==> config.mk <==
export PLATFORM = sky130hd
export DESIGN_NAME = cms_axis_width_downsizer
export DESIGN_NICKNAME = d
export VERILOG_FILES = /design/src/rtl/cms_axis_width_downsizer.sv
export SDC_FILE = /design/constraint.sdc
export NUM_CORES = 1
export LEC_CHECK = 0
export BUFFER_PORTS_ARGS = -buffer_cell sky130_fd_sc_hd__clkbuf_2
export CAP_MARGIN = 25
export CORE_AREA = 2 2 134 149
export DETAILED_ROUTE_END_ITERATION = 12
export DIE_AREA = 0 0 136 151
export PLACE_DENSITY = 0.85
export SYNTH_ARGS = -nofsm -noshare
export SYNTH_HDL_FRONTEND = slang
export SYNTH_SLANG_ARGS = --single-unit
==> constraint.sdc <==
create_clock -name clk -period 1.69 [get_ports clk]
set_input_delay 0.0845 -clock clk [delete_from_list [all_inputs] [get_ports clk]]
set_output_delay 0.0845 -clock clk [all_outputs]
set_load 0.02 [all_outputs]
==> src/rtl/cms_axis_width_downsizer.sv <==
// rtl/cms_axis_width_downsizer.sv - AXI-Stream width downsizer for trace items
//
// Purpose: holds one IN_WIDTH trace item and replays it as NBEATS narrower
// OUT_WIDTH beats, low bits first. tlast of the item lands on its final beat,
// and tkeep trims the partial final beat. A new item may be loaded in the
// same cycle the final beat is accepted, so back-to-back items have no bubble.
//
// Ports:
//   clk, rst_n                    clock, asynchronous active-low reset
//   S_AXIS_tvalid/tready/tdata/tlast   wide item input
//   M_AXIS_tvalid/tready/tdata/tkeep/tlast   narrow beat output
//   item_count                    items accepted since reset (wrapping)
module cms_axis_width_downsizer #(
  parameter int IN_WIDTH    = 160,
  parameter int OUT_WIDTH   = 64,
  parameter int COUNT_WIDTH = 32
) (
  input  logic                     clk,
  input  logic                     rst_n,
  input  logic                     S_AXIS_tvalid,
  output logic                     S_AXIS_tready,
  input  logic [IN_WIDTH-1:0]      S_AXIS_tdata,
  input  logic                     S_AXIS_tlast,
  output logic                     M_AXIS_tvalid,
  input  logic                     M_AXIS_tready,
  output logic [OUT_WIDTH-1:0]     M_AXIS_tdata,
  output logic [OUT_WIDTH/8-1:0]   M_AXIS_tkeep,
  output logic                     M_AXIS_tlast,
  output logic [COUNT_WIDTH-1:0]   item_count
);

  localparam int NBEATS     = (IN_WIDTH + OUT_WIDTH - 1) / OUT_WIDTH;
  localparam int BEAT_W     = (NBEATS > 1) ? $clog2(NBEATS) : 1;
  localparam int PAD_W      = NBEATS * OUT_WIDTH;
  localparam int KEEP_W     = OUT_WIDTH / 8;
  localparam int LAST_BYTES = (IN_WIDTH - (NBEATS - 1) * OUT_WIDTH) / 8;
  localparam logic [KEEP_W-1:0] FULL_KEEP = {KEEP_W{1'b1}};
  localparam logic [KEEP_W-1:0] LAST_KEEP = FULL_KEEP >> (KEEP_W - LAST_BYTES);

  logic [IN_WIDTH-1:0]    data_q, data_d;
  logic                   last_q, last_d;
  logic                   full_q, full_d;
  logic [BEAT_W-1:0]      beat_q, beat_d;
  logic [COUNT_WIDTH-1:0] item_count_q, item_count_d;

  logic             last_beat;
  logic             s_hs;
  logic             m_hs;
  logic [PAD_W-1:0] padded;

  assign last_beat     = (beat_q == BEAT_W'(NBEATS - 1));
  // Ready looks through to the downstream ready on the final beat so the
  // next item can replace the current one without an idle cycle.
  assign S_AXIS_tready = ~full_q | (M_AXIS_tready & last_beat);
  assign s_hs          = S_AXIS_tvalid & S_AXIS_tready;
  assign m_hs          = full_q & M_AXIS_tready;

  assign M_AXIS_tvalid = full_q;
  assign M_AXIS_tlast  = full_q & last_q & last_beat;
  assign M_AXIS_tkeep  = full_q ? (last_beat ? LAST_KEEP : FULL_KEEP) : '0;
  assign item_count    = item_count_q;

  // Zero-extend the item to a whole number of beats so the tail reads as 0.
  always_comb begin
    padded                 = '0;
    padded[IN_WIDTH-1:0]   = data_q;
  end

  always_comb begin
    M_AXIS_tdata = '0;
    for (int i = 0; i < NBEATS; i++) begin
      if (beat_q == BEAT_W'(i)) begin
        M_AXIS_tdata = padded[i*OUT_WIDTH +: OUT_WIDTH];
      end
    end
  end

  always_comb begin
    data_d       = data_q;
    last_d       = last_q;
    full_d       = full_q;
    beat_d       = beat_q;
    item_count_d = item_count_q;
    if (m_hs) begin
      if (last_beat) begin
        beat_d = '0;
        full_d = 1'b0;
      end else begin
        beat_d = beat_q + BEAT_W'(1);
      end
    end
    // An accept either starts from idle or coincides with the final beat
    // leaving, so the beat index is already heading back to 0.
    if (s_hs) begin
      data_d       = S_AXIS_tdata;
      last_d       = S_AXIS_tlast;
      full_d       = 1'b1;
      beat_d       = '0;
      item_count_d = item_count_q + COUNT_WIDTH'(1);
    end
  end

  always_ff @(posedge clk or negedge rst_n) begin
    if (!rst_n) begin
      data_q       <= '0;
      last_q       <= 1'b0;
      full_q       <= 1'b0;
      beat_q       <= '0;
      item_count_q <= '0;
    end else begin
      data_q       <= data_d;
      last_q       <= last_d;
      full_q       <= full_d;
      beat_q       <= beat_d;
      item_count_q <= item_count_d;
    end
  end

endmodule
* After elaboration in Yosys (flattened, before gate mapping)
Index checks and enable logic that the tools add are counted.
** Cells by class
- Bitwise gates (word level) :: 7
- Muxes and demuxes :: 11
- Equality and inequality tests :: 2
- Add/subtract/negate cells :: 2
- Reductions and logical operators :: 4
** Operators with widths (count)
- $mux W64 :: 3
- $add A32 B1 Y32 const B :: 1
- $mux W8 :: 2
- $mux W2 :: 3
- $and A1 B1 Y1 :: 5
- $reduce_bool A2 Y1 :: 2
- $mux W1 :: 3
- $add A2 B1 Y2 const B :: 1
- $eq A2 B1 Y1 const B :: 1
- $eq A2 B2 Y1 const B :: 1
- $logic_not A2 Y1 :: 1
- $reduce_and A2 Y1 :: 1
- $not A1 Y1 :: 1
- $or A1 B1 Y1 :: 1
** Word-level totals
- Bits in registers :: 196
- Input bits :: 165
- Output and inout bits :: 107
- Word-level logic and storage cells :: 31

* Longest topological paths before layout
- Word-level depth :: 6
- Mapped depth :: 8
- Depth with buffers taken out :: 5

* Least setup slack after synthesis
No wires, ideal clock.
- Kind :: reg-to-reg
- From :: register item_count_q[0], in the netlist item_count[0]
- To :: register item_count_q[24], in the netlist item_count[24]
- Stages on the path, launching flop included :: 7
- Slack :: -0.312 ns
- Library setup time :: 0.080 ns
- Clock period less this slack :: 2.002 ns
- Data arrival time :: 1.922 ns
- Path through :: dfrtp_1 ha_1 and3_1 or4b_1 clkbuf_1 nor3b_1 xor2_1
** On the way
- Longest elaborated chain between the ends :: 1
** Ends and longest elaborated chain
- from (decl) :: RTL line 44 : logic [COUNT_WIDTH-1:0] item_count_q, item_count_d;
- from (signal assigned) :: RTL line 115 : item_count_q <= item_count_d;
- $add A32 B1 Y32 :: RTL line 99 : item_count_d = item_count_q + COUNT_WIDTH'(1);
No other way between the ends.
A chain may end at the register's enable or synchronous reset.

* Final worst setup path
- From :: register beat_q[1]
- To :: register data_q[127]
** On the way
- Longest elaborated chain between the ends :: 4
** Ends and longest elaborated chain
- from (decl) :: RTL line 43 : logic [BEAT_W-1:0] beat_q, beat_d;
- from (signal assigned) :: RTL line 114 : beat_q <= beat_d;
- $eq A2 B2 Y1 :: RTL line 51 : assign last_beat = (beat_q == BEAT_W'(NBEATS - 1));
- $and A1 B1 Y1 :: RTL line 54 : assign S_AXIS_tready = ~full_q | (M_AXIS_tready & last_beat);
- $or A1 B1 Y1 :: RTL line 54
- $and A1 B1 Y1 :: RTL line 55 : assign s_hs = S_AXIS_tvalid & S_AXIS_tready;
- to (signal assigned) :: RTL line 111 : data_q <= data_d;
- to (decl) :: RTL line 40 : logic [IN_WIDTH-1:0] data_q, data_d;
No other way between the ends.

==> impl_metrics.csv <==
group,metric,value,unit
synth,synthMostInstantiatedCell,"dfrtp_1",
pwr,power_density,1790,nW/µm²
synth,async_flop_share,1.00,
routing,drt-total-wl,31000,µm
hold_path,min_path_type,"input pin to flip-flop",
cells_and_area,final_layout_size_suffix_gt1_frac,0.489,
cts,cts.path.max_buffers,2,
sta,setup_tns,-26.26,ns
critical_path,r2r_slack,-0.21,ns
placement,post-dp-hpwl,14900,µm
cts,cts.clk_slew.worst_paths,0.08,ns
global_route,grt_pass1_vias,8199,
synth,synth_edf_count,0,
synth,synth_top_cell_by_area,"dfrtp_1",
synth,synthTopCellsByCount,"dfrtp_1 (196), mux2_1 (160), mux2i_1 (64), nand2_1 (52), nor2_1 (39)",
placement,portBuffers,271,
synth,netlist_instances,684,
pwr,vdd_drop_max,0.00112,V
synth,synthDistinctLibCells,40,
placement,place.gp.congestion,0.784,
synth,syn_nets,850,
critical_path,worstRegToRegCells,4,
hold_path,whs_path_depth,3,
sta,min_period,1.90,ns
global_route,grt_overflow,0,
routing,vias,7604,
synth,ys.flop_type,"dfrtp_1",
cts,cts_made_buffers,17,
placement,pre_cts_ws,-0.0790,ns
pwr,power.total,26000,µW
cts,cts_sinks,196,
critical_path,rr_endpoint,"data_q[127]$_DFFE_PN0P_",
die,core-area,19000,µm²
sta,finClkSkew,0.0129,ns
cts,cts-htree-levels,4,
sta,timing.fmax,528,MHz
cts,cts_tree,"done",
critical_path,crit_fanout,53,
synth,netlist_area,8810,µm²
global_route,antenna_found_initial,1,
critical_path,cp.arrival,2.21,ns
cells_and_area,syn2layout_area_growth,64.6,%
synth,yosys.area.top_type_share,0.557,
critical_path,path_class,"flip-flop to flip-flop",
routing,drt_iter0_markers,327,
sta,hold_viol_final,0,
critical_path,crit-reg2reg-launch,"beat_q[1]$_DFFE_PN0P_",
cells_and_area,layout.cells.non_filler,1429,
die,rows,53,
routing,ant_nets,0,
critical_path,start_kind,"flip-flop",
sta,timing.final.ws_setup,-0.205,ns
hold_path,min_to,"beat_q[1]$_DFFE_PN0P_",
run_status,outcome,"finished, violations left",
routing,drc_errors,0,
global_route,track_usage,0.279,
die,fp.dieH,151,µm
critical_path,end_kind,"flip-flop",
sta,rsz0062_at_grt,"true",
global_route,grt_max_degree,60,
synth,ys_warn_count,0,
global_route,grt_first_pass_wirelength,43700,µm
die,io_pins,272,
sta,worstMarginPinSlew,0.544,ns
routing,detail_route.vias_per_cell,5.32,
hold_path,min-delay-start,"M_AXIS_tready",
routing,drt-wirelength-per-cell,21.7,µm
run_status,violations,"negative setup slack",
sta,period_share,1.12,
synth,ys_seq_area_frac,0.557,
die,initial_core_util,0.464,
sta,setup_viol,243,
cells_and_area,utilization,0.764,
die,dieArea,20500,µm²
synth,ys_ff_latch,196,
synth,ys_top_cells_by_area,"dfrtp_1 (56%), mux2_1 (20%), mux2i_1 (7.3%)",
job,drv_cap,0,
sta,slew_violations,0,
cells_and_area,fin_nets,1334,
cts,cts_root_buf,"clkbuf_16",
sta,relSlewSlack,0.638,
die,die_x,136,µm
critical_path,required,2.00,ns
synth,synth_area_per_cell,12.9,µm²
routing,first_pass_iters,4,
pwr,p_leak,0.00704,µW
cts,insertion_delay,0.43,ns
placement,placed_cells,1207,
-- worst max-delay path, stage by stage, from the launching register on --
cell     delay [ns]
dfrtp_4        0.49
and4b_1        0.24
or2_4          0.27
buf_16         0.33
mux2_1         0.38
-- sequential cells by signal, indices dropped and copies added (netlist names) --
signal,flops
item_count,32
beat_q,2
data_q,160
last_q,1
M_AXIS_tvalid,1
-- timing repair --
item                       in CTS  in global routing
pin swaps                      18                 16
gates resized for setup        67                189
cloned                          5                  8
hold buffers                  163                  0
setup endpoints to repair     242                256
buffers inserted                8                  7
hold endpoints to repair      215                  0
-- metal layers --
layer,up-vias,track usage,wire length (µm)
li1,3374,-,-
met1,3793,0.312,11200
met2,353,0.514,16800
met3,84,0.0562,1760
met4,0,0.122,1210
met5,-,0,0
-- placed cells by master, fill, tap and decap left out, types with 4 or more instances in the layout --
cell / n
clkbuf_16: 22
mux2i_2: 9
buf_16: 8
buf_12: 13
dfrtp_1: 186
clkbuf_2: 207
o21ai_1: 13
xnor2_1: 14
nor3_2: 4
mux2i_1: 52
buf_6: 14
nor2_1: 34
o21ai_0: 5
nand4_1: 10
dlygate4sd3_1: 163
nand3_1: 7
clkinv_4: 4
buf_4: 93
nand2_2: 11
o21ai_2: 14
buf_8: 4
and3_1: 5
mux2_1: 44
dfrtp_2: 9
inv_6: 5
nor3_4: 4
xor2_1: 17
nand2_1: 40
and4_1: 4
mux2_4: 116
-- worst max path at each step --
stage	startpoint	end	slack [ns]	cells after the start
after floorplan	item_count[0]$_DFFE_PN0P_	item_count[24]$_DFFE_PN0P_	-0.11	6
after global placement	beat_q[1]$_DFFE_PN0P_	data_q[148]$_DFFE_PN0P_	-0.03	4
after detailed placement	beat_q[1]$_DFFE_PN0P_	data_q[137]$_DFFE_PN0P_	-0.08	4
after CTS	beat_q[1]$_DFFE_PN0P_	M_AXIS_tdata[3]	-0.15	6
after global routing	beat_q[1]$_DFFE_PN0P_	data_q[127]$_DFFE_PN0P_	-0.26	4
final	beat_q[1]$_DFFE_PN0P_	data_q[127]$_DFFE_PN0P_	-0.21	4
-- cell families (layout without fill, tap and decap cells) --
family	count (synthesis)	after routing	share of synthesized area
multiplexers	225	225	0.279
XOR/XNOR	31	31	0.0308
adder cells (fa/ha/maj)	1	1	0.00142
other	0	1	0
AO/OA/AOI/OAI	39	39	0.0253
AND/OR/NAND/NOR	145	145	0.0803
flip-flops	196	196	0.557
buffers and inverters	47	544	0.0267
-- stage by stage --
step	instance area [µm²]	hold slack, ns
6_report	14500	0.104
5_1_grt	14500	0.0982
4_1_cts	13900	0.0782
3_5_place_dp	11300	0.119
3_3_place_gp	11300	0.118
2_1_floorplan	9500	-0.211
-- power by group --
part	switching (µW)	total [µW]	internal, µW
sequential	1480	8250	6770
combinational	6620	13800	7150
clock	2000	3970	1970
-- cell type report --
cell class	count	area, µm²
antenna	1	2.50
clock buffer	18	429
clock inverter	14	141
fill	1067	4470
inverter	1	8.76
multi-input combinational	441	4470
sequential	196	4920
tap	247	309
timing repair buffer	511	4220
Power figures use the tool's default switching activity.
